File: src/rtl/alu_seq_pkg.sv
// Shared opcodes, FSM state type and op-class decode for the alu_seq block.
// The build option ALU_SEQ_DIV_EN (used by alu_seq and alu_muldiv_iter) enables DIVU/REMU.
package alu_seq_pkg;
   localparam int ALU_DW  = 32;
   localparam int ALU_OPW = 4;

   localparam logic [3:0] ALU_OP_AND   = 4'b0000;
   localparam logic [3:0] ALU_OP_OR    = 4'b0001;
   localparam logic [3:0] ALU_OP_ADD   = 4'b0010;
   localparam logic [3:0] ALU_OP_XOR   = 4'b0011;
   localparam logic [3:0] ALU_OP_SLL   = 4'b0100;
   localparam logic [3:0] ALU_OP_SRL   = 4'b0101;
   localparam logic [3:0] ALU_OP_SUB   = 4'b0110;
   localparam logic [3:0] ALU_OP_SRA   = 4'b0111;
   localparam logic [3:0] ALU_OP_SLT   = 4'b1000;
   localparam logic [3:0] ALU_OP_SLTU  = 4'b1001;
   localparam logic [3:0] ALU_OP_MUL   = 4'b1010;
   localparam logic [3:0] ALU_OP_MULHU = 4'b1011;
   localparam logic [3:0] ALU_OP_DIVU  = 4'b1100;
   localparam logic [3:0] ALU_OP_REMU  = 4'b1101;

   typedef enum logic [1:0] {ST_IDLE, ST_BUSY, ST_DONE} state_e;

   function automatic logic is_mul(input logic [3:0] op);
      return (op == ALU_OP_MUL) || (op == ALU_OP_MULHU);
   endfunction

   function automatic logic is_div(input logic [3:0] op);
      return (op == ALU_OP_DIVU) || (op == ALU_OP_REMU);
   endfunction
endpackage

File: src/rtl/alu_muldiv_iter.sv
// Iterative unsigned multiply (shift-add) and restoring divide, one bit per cycle.
// Divider datapath exists only when ALU_SEQ_DIV_EN is defined.
module alu_muldiv_iter
   import alu_seq_pkg::*;
#(
   parameter int DATA_WIDTH = ALU_DW
) (
   input  logic                  clk,
   input  logic                  rst_n,
   input  logic                  start,
   input  logic                  hi,
   input  logic                  div,
   input  logic [DATA_WIDTH-1:0] a,
   input  logic [DATA_WIDTH-1:0] b,
   output logic                  done,
   output logic [DATA_WIDTH-1:0] result
);
   localparam int W  = DATA_WIDTH;
   localparam int CW = $clog2(W);
   localparam logic [CW-1:0] LAST = CW'(W - 1);

   logic            busy;
   logic            hi_q;
   logic [CW-1:0]   cnt;
   logic [2*W-1:0]  acc;
   logic [2*W-1:0]  acc_nxt;
   logic [W-1:0]    opb;
   logic [W:0]      sum;

   // acc = {high half / remainder, low half / quotient}
   assign sum = {1'b0, acc[2*W-1:W]} + (acc[0] ? {1'b0, opb} : '0);

`ifdef ALU_SEQ_DIV_EN
   logic       div_q;
   logic [W:0] rs;
   logic [W:0] diff;

   assign rs   = {acc[2*W-1:W], acc[W-1]};
   assign diff = rs - {1'b0, opb};

   always_comb begin
      acc_nxt = {sum, acc[W-1:1]};
      if (div_q)
         acc_nxt = diff[W] ? {rs[W-1:0], acc[W-2:0], 1'b0}
                           : {diff[W-1:0], acc[W-2:0], 1'b1};
   end
`else
   logic unused_div;
   assign unused_div = div;
   assign acc_nxt    = {sum, acc[W-1:1]};
`endif

   assign done   = busy & (cnt == LAST);
   assign result = hi_q ? acc_nxt[2*W-1:W] : acc_nxt[W-1:0];

   always_ff @(posedge clk) begin
      if (!rst_n) begin
         busy  <= 1'b0;
         cnt   <= '0;
         acc   <= '0;
         opb   <= '0;
         hi_q  <= 1'b0;
`ifdef ALU_SEQ_DIV_EN
         div_q <= 1'b0;
`endif
      end else if (start) begin
         busy  <= 1'b1;
         cnt   <= '0;
         acc   <= {{W{1'b0}}, a};
         opb   <= b;
         hi_q  <= hi;
`ifdef ALU_SEQ_DIV_EN
         div_q <= div;
`endif
      end else if (busy) begin
         acc <= acc_nxt;
         cnt <= done ? '0 : cnt + CW'(1);
         if (done) busy <= 1'b0;
      end
   end
endmodule

File: src/rtl/alu_seq.sv
// Multi-cycle ALU with valid/ready handshakes: FSM, single-cycle datapath, MUL/DIV via alu_muldiv_iter.
// ALU_SEQ_DIV_EN defined -> DIVU/REMU supported; undefined -> they report op_err.
module alu_seq
   import alu_seq_pkg::*;
#(
   parameter int DATA_WIDTH = ALU_DW,
   parameter int OP_WIDTH   = ALU_OPW
) (
   input  logic                  clk,
   input  logic                  rst_n,
   input  logic                  in_valid,
   output logic                  in_ready,
   input  logic [DATA_WIDTH-1:0] a,
   input  logic [DATA_WIDTH-1:0] b,
   input  logic [OP_WIDTH-1:0]   alu_opcode,
   output logic                  out_valid,
   input  logic                  out_ready,
   output logic [DATA_WIDTH-1:0] alu_result,
   output logic                  zero,
   output logic                  op_err
);
   localparam int SHW = $clog2(DATA_WIDTH);

   state_e                state;
   logic [3:0]            op;
   logic                  accept;
   logic                  iter;
   logic                  err;
   logic [DATA_WIDTH-1:0] res;
   logic [SHW-1:0]        shamt;
   logic                  md_done;
   logic [DATA_WIDTH-1:0] md_res;

   assign op        = alu_opcode;
   assign shamt     = b[SHW-1:0];
   assign in_ready  = rst_n & ((state == ST_IDLE) | ((state == ST_DONE) & out_ready));
   assign accept    = in_valid & in_ready;
   assign out_valid = (state == ST_DONE);

   always_comb begin
      res  = '0;
      err  = 1'b0;
      iter = 1'b0;
      case (op)
         ALU_OP_AND:   res = a & b;
         ALU_OP_OR:    res = a | b;
         ALU_OP_ADD:   res = a + b;
         ALU_OP_SUB:   res = a - b;
         ALU_OP_XOR:   res = a ^ b;
         ALU_OP_SLL:   res = a << shamt;
         ALU_OP_SRL:   res = a >> shamt;
         ALU_OP_SRA:   res = $signed(a) >>> shamt;
         ALU_OP_SLT:   res = DATA_WIDTH'($signed(a) < $signed(b));
         ALU_OP_SLTU:  res = DATA_WIDTH'(a < b);
         ALU_OP_MUL,
         ALU_OP_MULHU: iter = 1'b1;
`ifdef ALU_SEQ_DIV_EN
         // divide by zero skips iteration and answers immediately
         ALU_OP_DIVU:  if (b == '0) res = '1; else iter = 1'b1;
         ALU_OP_REMU:  if (b == '0) res = a;  else iter = 1'b1;
`endif
         default:      err = 1'b1;
      endcase
   end

   alu_muldiv_iter #(.DATA_WIDTH(DATA_WIDTH)) u_muldiv (
      .clk    (clk),
      .rst_n  (rst_n),
      .start  (accept & iter),
      .hi     ((op == ALU_OP_MULHU) | (op == ALU_OP_REMU)),
      .div    (is_div(op)),
      .a      (a),
      .b      (b),
      .done   (md_done),
      .result (md_res)
   );

   always_ff @(posedge clk) begin
      if (!rst_n) begin
         state      <= ST_IDLE;
         alu_result <= '0;
         zero       <= 1'b1;
         op_err     <= 1'b0;
      end else begin
         case (state)
            ST_IDLE, ST_DONE: begin
               if (accept) begin
                  if (iter) begin
                     state <= ST_BUSY;
                  end else begin
                     state      <= ST_DONE;
                     alu_result <= res;
                     zero       <= (res == '0);
                     op_err     <= err;
                  end
               end else if (state == ST_DONE && out_ready) begin
                  state <= ST_IDLE;
               end
            end
            ST_BUSY: begin
               if (md_done) begin
                  state      <= ST_DONE;
                  alu_result <= md_res;
                  zero       <= (md_res == '0);
                  op_err     <= 1'b0;
               end
            end
            default: state <= ST_IDLE;
         endcase
      end
   end
endmodule

File: config.mk
export PLATFORM = sky130hd
export DESIGN_NAME = alu_seq
export DESIGN_NICKNAME = d
export VERILOG_FILES = /design/src/rtl/alu_seq_pkg.sv /design/src/rtl/alu_muldiv_iter.sv /design/src/rtl/alu_seq.sv
export SDC_FILE = /design/constraint.sdc
export NUM_CORES = 1
export LEC_CHECK = 0
export CAP_MARGIN = 10
export CORE_UTILIZATION = 35
export DETAILED_ROUTE_END_ITERATION = 10
export MAX_ROUTING_LAYER = met4
export PLACE_DENSITY = 0.56
export SETUP_SLACK_MARGIN = 0.3
export SYNTH_ARGS = -nofsm -noshare
export SYNTH_HDL_FRONTEND = slang
export SYNTH_HIERARCHICAL = 1
export SYNTH_SLANG_ARGS = --single-unit
File: constraint.sdc
create_clock -name clk -period 5.4 [get_ports clk]
set_clock_uncertainty 0.05 [all_clocks]
set_input_delay 0.81 -clock clk [delete_from_list [all_inputs] [get_ports clk]]
set_output_delay 0.81 -clock clk [all_outputs]
set_load 0.005 [all_outputs]
==> flow_metrics.tcl, run 1 <==
set metrics [dict create \
    drt_wl_total_um 107000 \
    ff2ff_path_depth 20 \
    syn2layout_area_growth_pct 18.6 \
    power.total_mw 4.00 \
    ant_nets 0 \
    grt_overflow 0 \
    critPathKind "reg -> reg" \
    synth_nets 2801 \
    grt_pass1_vias 21100 \
    yosysWarnings 6 \
    finalSetupViolCount 0 \
    antenna_found_initial 7 \
    final_common_cell "nor2_1" \
    cts_tree "yes" \
    firstDrtPassIters 5 \
    irDropWorstVdd_mv 0.238 \
    syn_avg_cell_area_um2 7.41 \
    drv_cap 0 \
    cts_root_buf "clkbuf_16" \
    status "finished, final reports clean" \
    start_util 0.355 \
    vias 22000 \
    whs_ns 0.400 \
    dp_cells 3414 \
    grt_pass1_wl_um 153000 \
    power_leakage_nw 8.96 \
    worst_slack_ns 0.530 \
    post-cts-setup-buffers 0 \
    fin_crit_sh 0.902 \
    core-area_mm2 0.0539 \
    die_area_mm2 0.0556 \
    slew_headroom 0.208 \
    worst_ep_arrival_time_ns 5.20 \
    crit_required_ns 5.73 \
    clockBufferDepth 2 \
    worst_setup_path_end_kind "flip-flop" \
    drc 0 \
    grt_max_degree 94 \
    preCtsSetupSlack_ns 0.136 \
    hold_viol 0 \
    critical_path.max_stage_delay_ns 0.45 \
    path_buf_inv 3 \
    min_period_ns 4.87 \
    dpl.hpwl_um 86500 \
    row_count 85 \
    timing.hold.worst.class "reg -> reg" \
    wl_per_cell_um 31.1 \
    gp_congestion 1.11 \
    crit_slowest_cell "a21oi_1" \
    syn_area_mm2 0.0191 \
    clk_pin_slew_worst_paths_ns 0.07 \
    power.density_mw_per_mm2 176 \
    portBuffers 107 \
    drt_iter0_markers 2541 \
    slew_viol_final 0 \
    worst-path-stages 20 \
    critPathTopFamily "compound AO/OA/AOI/OAI gates" \
    grt_usage 0.389 \
    syn_inst 2583 \
    dieHeight_um 236 \
    setup_tns_ns 0 \
    max_freq_mhz 205 \
    final_cell_mix "nor2_1, nand2_1, buf_4" \
    fin_cells 3452 \
    dieWidth_um 236 \
    path_cells "buf_12 > and2_1 > ha_1 > fa_1 > a21oi_1 > o211a_1 > o2111ai_1 > a21oi_1 > o21ai_1 > xor2_1 > mux2_2 > nor4_1 > buf_4 > and4_1 > nand3_1 > nor4_1 > nor3_1 > inv_1 > o32ai_1 > a21oi_1" \
    tightest_slew_ns 1.17 \
    clock_insertion_delay_worst_skew_ns 0.44 \
    clkSinkCount 139 \
    hold_depth 2 \
    nNetsFinal 2955 \
    cp_common_cell "a21oi_1" \
    htree_levels 4 \
    worst-path-max-fanout 22 \
    startpoint_type "flip-flop" \
    cts_buffers 17 \
    rsz0062_at_grt "false" \
    drive_gt1_frac 0.151 \
    vias_per_cell 6.36 \
    io_pins 108 \
]
[final timing paths]
| kind | from | endpoint | slack [ns] |
|---|---|---|---|
| worst max-delay path | u_muldiv/acc[0] | zero | 0.53 |
| worst min-delay path | alu_result[14] | alu_result[14] | 0.40 |
| worst min register to register | alu_result[14] | alu_result[14] | 0.40 |
| worst max register to register | u_muldiv/acc[0] | zero | 0.53 |
[worst reg2reg max path: cells and delay by family, from the launching register on]
| kind | cells | cell delay, ns |
|---|---|---|
| multiplexers | 1 | 0.30 |
| AO/OA/AOI/OAI | 7 | 1.62 |
| buffers and inverters | 3 | 0.51 |
| adder cells (fa/ha/maj) | 2 | 0.61 |
| XOR/XNOR | 1 | 0.20 |
| AND/OR/NAND/NOR | 6 | 1.08 |
| flip-flops | 1 | 0.43 |
[registers in the layout, indices dropped and copies added (netlist names)]
signal,cells
state,2
u_muldiv/hi_q,1
u_muldiv/acc,64
u_muldiv/cnt,5
alu_result,32
u_muldiv/opb,32
u_muldiv/busy,1
zero,1
op_err,1
[area by class of cell]
| class | count | area, um2 |
|---|---|---|
| sequential | 139 | 2790 |
| fill | 5546 | 31200 |
| antenna | 6 | 15.0 |
| clock buffer | 18 | 439 |
| clock inverter | 14 | 160 |
| multi-input combinational | 2127 | 15100 |
| timing repair buffer | 338 | 2890 |
| tap | 696 | 871 |
| inverter | 114 | 428 |
[power by group]
group	leakage [nW]	switching, mW	total (mW)	internal [mW]
clock	0.292	0.516	1.22	0.704
sequential	1.12	0.0189	1.07	1.05
combinational	7.55	1.09	1.72	0.623
total	8.96	1.63	4.00	2.37
[what timing repair did]
item,CTS,global route
endpoints found under the setup margin,0,1
resized for setup,0,1
hold buffers,0,0
[per-stage QoR]
stage	cell area, um2	utilization
floorplan	19100	-
global placement	22100	0.410
detailed placement	22100	0.410
CTS	22700	0.421
global route	22700	0.421
finish	22700	0.421
[layer usage]
layer  wire length (um)  share of wire  GRT usage  vias to the layer above
li1                   -              -          -                     9846
met3               6930          0.065     0.0502                      288
met4               6460          0.060      0.204                        0
met1              43900           0.41      0.472                    10700
met5                  0              0          -                        -
met2              50000           0.47      0.630                     1125
No activity file was read; power rests on OpenSTA's default activity.
==> run 2: changes to the inputs <==
CTS_CLUSTER_SIZE = 40   (was not set)
HOLD_SLACK_MARGIN = 0.15   (was not set)
==> results of run 2 <==
The final DEF is identical to that of run 1; final timing and power are the same.
==> run 3: changes to the inputs <==
SKIP_LAST_GASP = 1   (was not set)
SLEW_MARGIN = 30   (was not set)
==> run 3 against run 2 <==
Global-route usage hardly changed. Critical path depth stayed put. Count of clock-buffer cells in the layout stayed put. Sequential power hardly changed. Core utilization hardly changed. Die area stayed put. Critical path type unchanged. Highest routed layer unchanged.
==> flow_metrics.tcl, run 3 (synthesized netlist as in run 1, its figures left out) <==
set metrics [dict create \
    hold_depth 2 \
    cp_common_cell "a21oi_1" \
    finalSetupViolCount 0 \
    drc 0 \
    biggestRegsByFlops "u_muldiv/acc x64, alu_result x32, u_muldiv/opb x32" \
    crit_required_ns 5.73 \
    hold_viol 0 \
    slew_headroom 0.253 \
    worst-path-stages 20 \
    status "finished, final reports clean" \
    power_leakage_nw 8.97 \
    cts_tree "yes" \
    portBuffers 107 \
    path_buf_inv 3 \
    gp_congestion 1.11 \
    worst-path-max-fanout 22 \
    path_cells "buf_12 > and2_1 > ha_1 > fa_1 > a21oi_1 > o211a_1 > o2111ai_1 > a21oi_1 > o21ai_1 > xor2_1 > mux2_2 > nor4_1 > buf_4 > and4_1 > nand3_1 > nor4_1 > nor3_1 > inv_1 > o32ai_1 > a21oi_1" \
    top_register "u_muldiv/acc" \
    dpl.hpwl_um 86500 \
    start_util 0.355 \
    worst_slack_ns 0.523 \
    slew_viol_final 0 \
    tightest_slew_ns 1.11 \
    power_switching_mw 1.63 \
    holdPathEnd "alu_result[14]" \
    dpl_cell_area_mm2 0.0221 \
    grt_max_degree 94 \
    grt_overflow 0 \
    pwr-share-comb 0.428 \
    whs_ns 0.400 \
    cts_root_buf "clkbuf_16" \
    swShare 0.407 \
    htree_levels 4 \
    largest_reg_flops 64 \
    die_area_mm2 0.0556 \
    clock_insertion_delay_worst_skew_ns 0.45 \
    preCtsSetupSlack_ns 0.244 \
    startpoint_type "flip-flop" \
    io_pins 108 \
    postCtsResizedCells 0 \
    seq_power_share 0.266 \
    clkSinkCount 139 \
    antenna_found_initial 4 \
    cts_hold_buffers 0 \
    final_common_cell "nor2_1" \
    power.density_mw_per_mm2 176 \
    cts_buffers 17 \
    nNetsFinal 2955 \
    dieWidth_um 236 \
    vias_per_cell 6.39 \
    drv_cap 0 \
    timing.hold.worst.class "reg -> reg" \
    fin_area_mm2 0.0227 \
    timing.reg2reg.setup_slack_ns 0.52 \
    min_from "alu_result[14]" \
    row_count 85 \
    drive_gt1_frac 0.152 \
    min_period_ns 4.88 \
    grt_pass1_wl_um 153000 \
    rsz0062_at_grt "false" \
    fin_crit_sh 0.903 \
    dieHeight_um 236 \
    core-area_mm2 0.0539 \
    drt_wl_total_um 107000 \
    critPathTopFamily "compound AO/OA/AOI/OAI gates" \
    vias 22000 \
    setup_tns_ns 0 \
    post-cts-setup-buffers 0 \
    drt_iter0_markers 2711 \
    worst_setup_path_end_kind "flip-flop" \
    ff2ff_path_depth 20 \
    r2r_end "zero" \
    syn2layout_area_growth_pct 18.6 \
    r2r-start "u_muldiv/acc[0]" \
    ant_nets 0 \
    crit_slowest_cell "a21oi_1" \
    wl_per_cell_um 31.2 \
    clockBufferDepth 2 \
    firstDrtPassIters 6 \
    irDropWorstVdd_mv 0.238 \
    max_freq_mhz 205 \
    final_cell_mix "nor2_1, nand2_1, buf_4" \
    critical_path.max_stage_delay_ns 0.47 \
    worst_ep_arrival_time_ns 5.21 \
    clkPwrFrac 0.305 \
    critPathKind "reg -> reg" \
    grt_usage 0.389 \
    grt_pass1_vias 21100 \
    intPower_mw 2.38 \
    clk_pin_slew_worst_paths_ns 0.07 \
]
[run 3: routing by layer]
metal | GRT usage | wire (um) | part of all wire | vias up
met4 | 0.200 | 6460 | 0.060 | 0
met3 | 0.0477 | 7170 | 0.067 | 285
met2 | 0.633 | 50000 | 0.47 | 1165
li1 | - | - | - | 9836
met5 | - | 0 | 0 | -
met1 | 0.473 | 43800 | 0.41 | 10700
[run 3: through the flow]
stage	std cells	utilization	power, mW
global placement	3414	0.410	2.75
global route	3448	0.421	4.13
detailed placement	3414	0.410	2.74
floorplan	2583	-	1.96
finish	3448	0.421	4.00
CTS	3446	0.421	3.96
[run 3: worst max-delay path by stage]
stage                     from             end
3_3_place_gp              a[0]  alu_result[28]
5_1_grt        u_muldiv/acc[0]            zero
4_1_cts        u_muldiv/acc[0]            zero
6_report       u_muldiv/acc[0]            zero
2_1_floorplan             b[2]            zero
3_5_place_dp              a[0]            zero
[run 3: final cells by class]
cell class | count | area (um2)
timing repair buffer | 338 | 2890
clock buffer | 18 | 439
inverter | 114 | 428
multi-input combinational | 2127 | 15100
fill | 5544 | 31200
clock inverter | 14 | 160
sequential | 139 | 2790
tap | 696 | 871
antenna | 2 | 5.00
[run 3: worst register-to-register path, delay by kind of cell, from the launching register on]
family | cells | cell delay (ns)
simple gates | 6 | 1.09
compound gates | 7 | 1.64
flops | 1 | 0.43
fa+ha+maj | 2 | 0.61
mux | 1 | 0.30
xor+xnor | 1 | 0.20
buf+inv | 3 | 0.49
[run 3: power groups by stage]
stage	combinational [mW]	clock [mW]	sequential, mW
floorplan	0.873	0	1.08
global placement	1.66	0	1.09
detailed placement	1.65	0	1.09
CTS	1.66	1.24	1.07
global route	1.78	1.29	1.07
finish	1.72	1.22	1.07
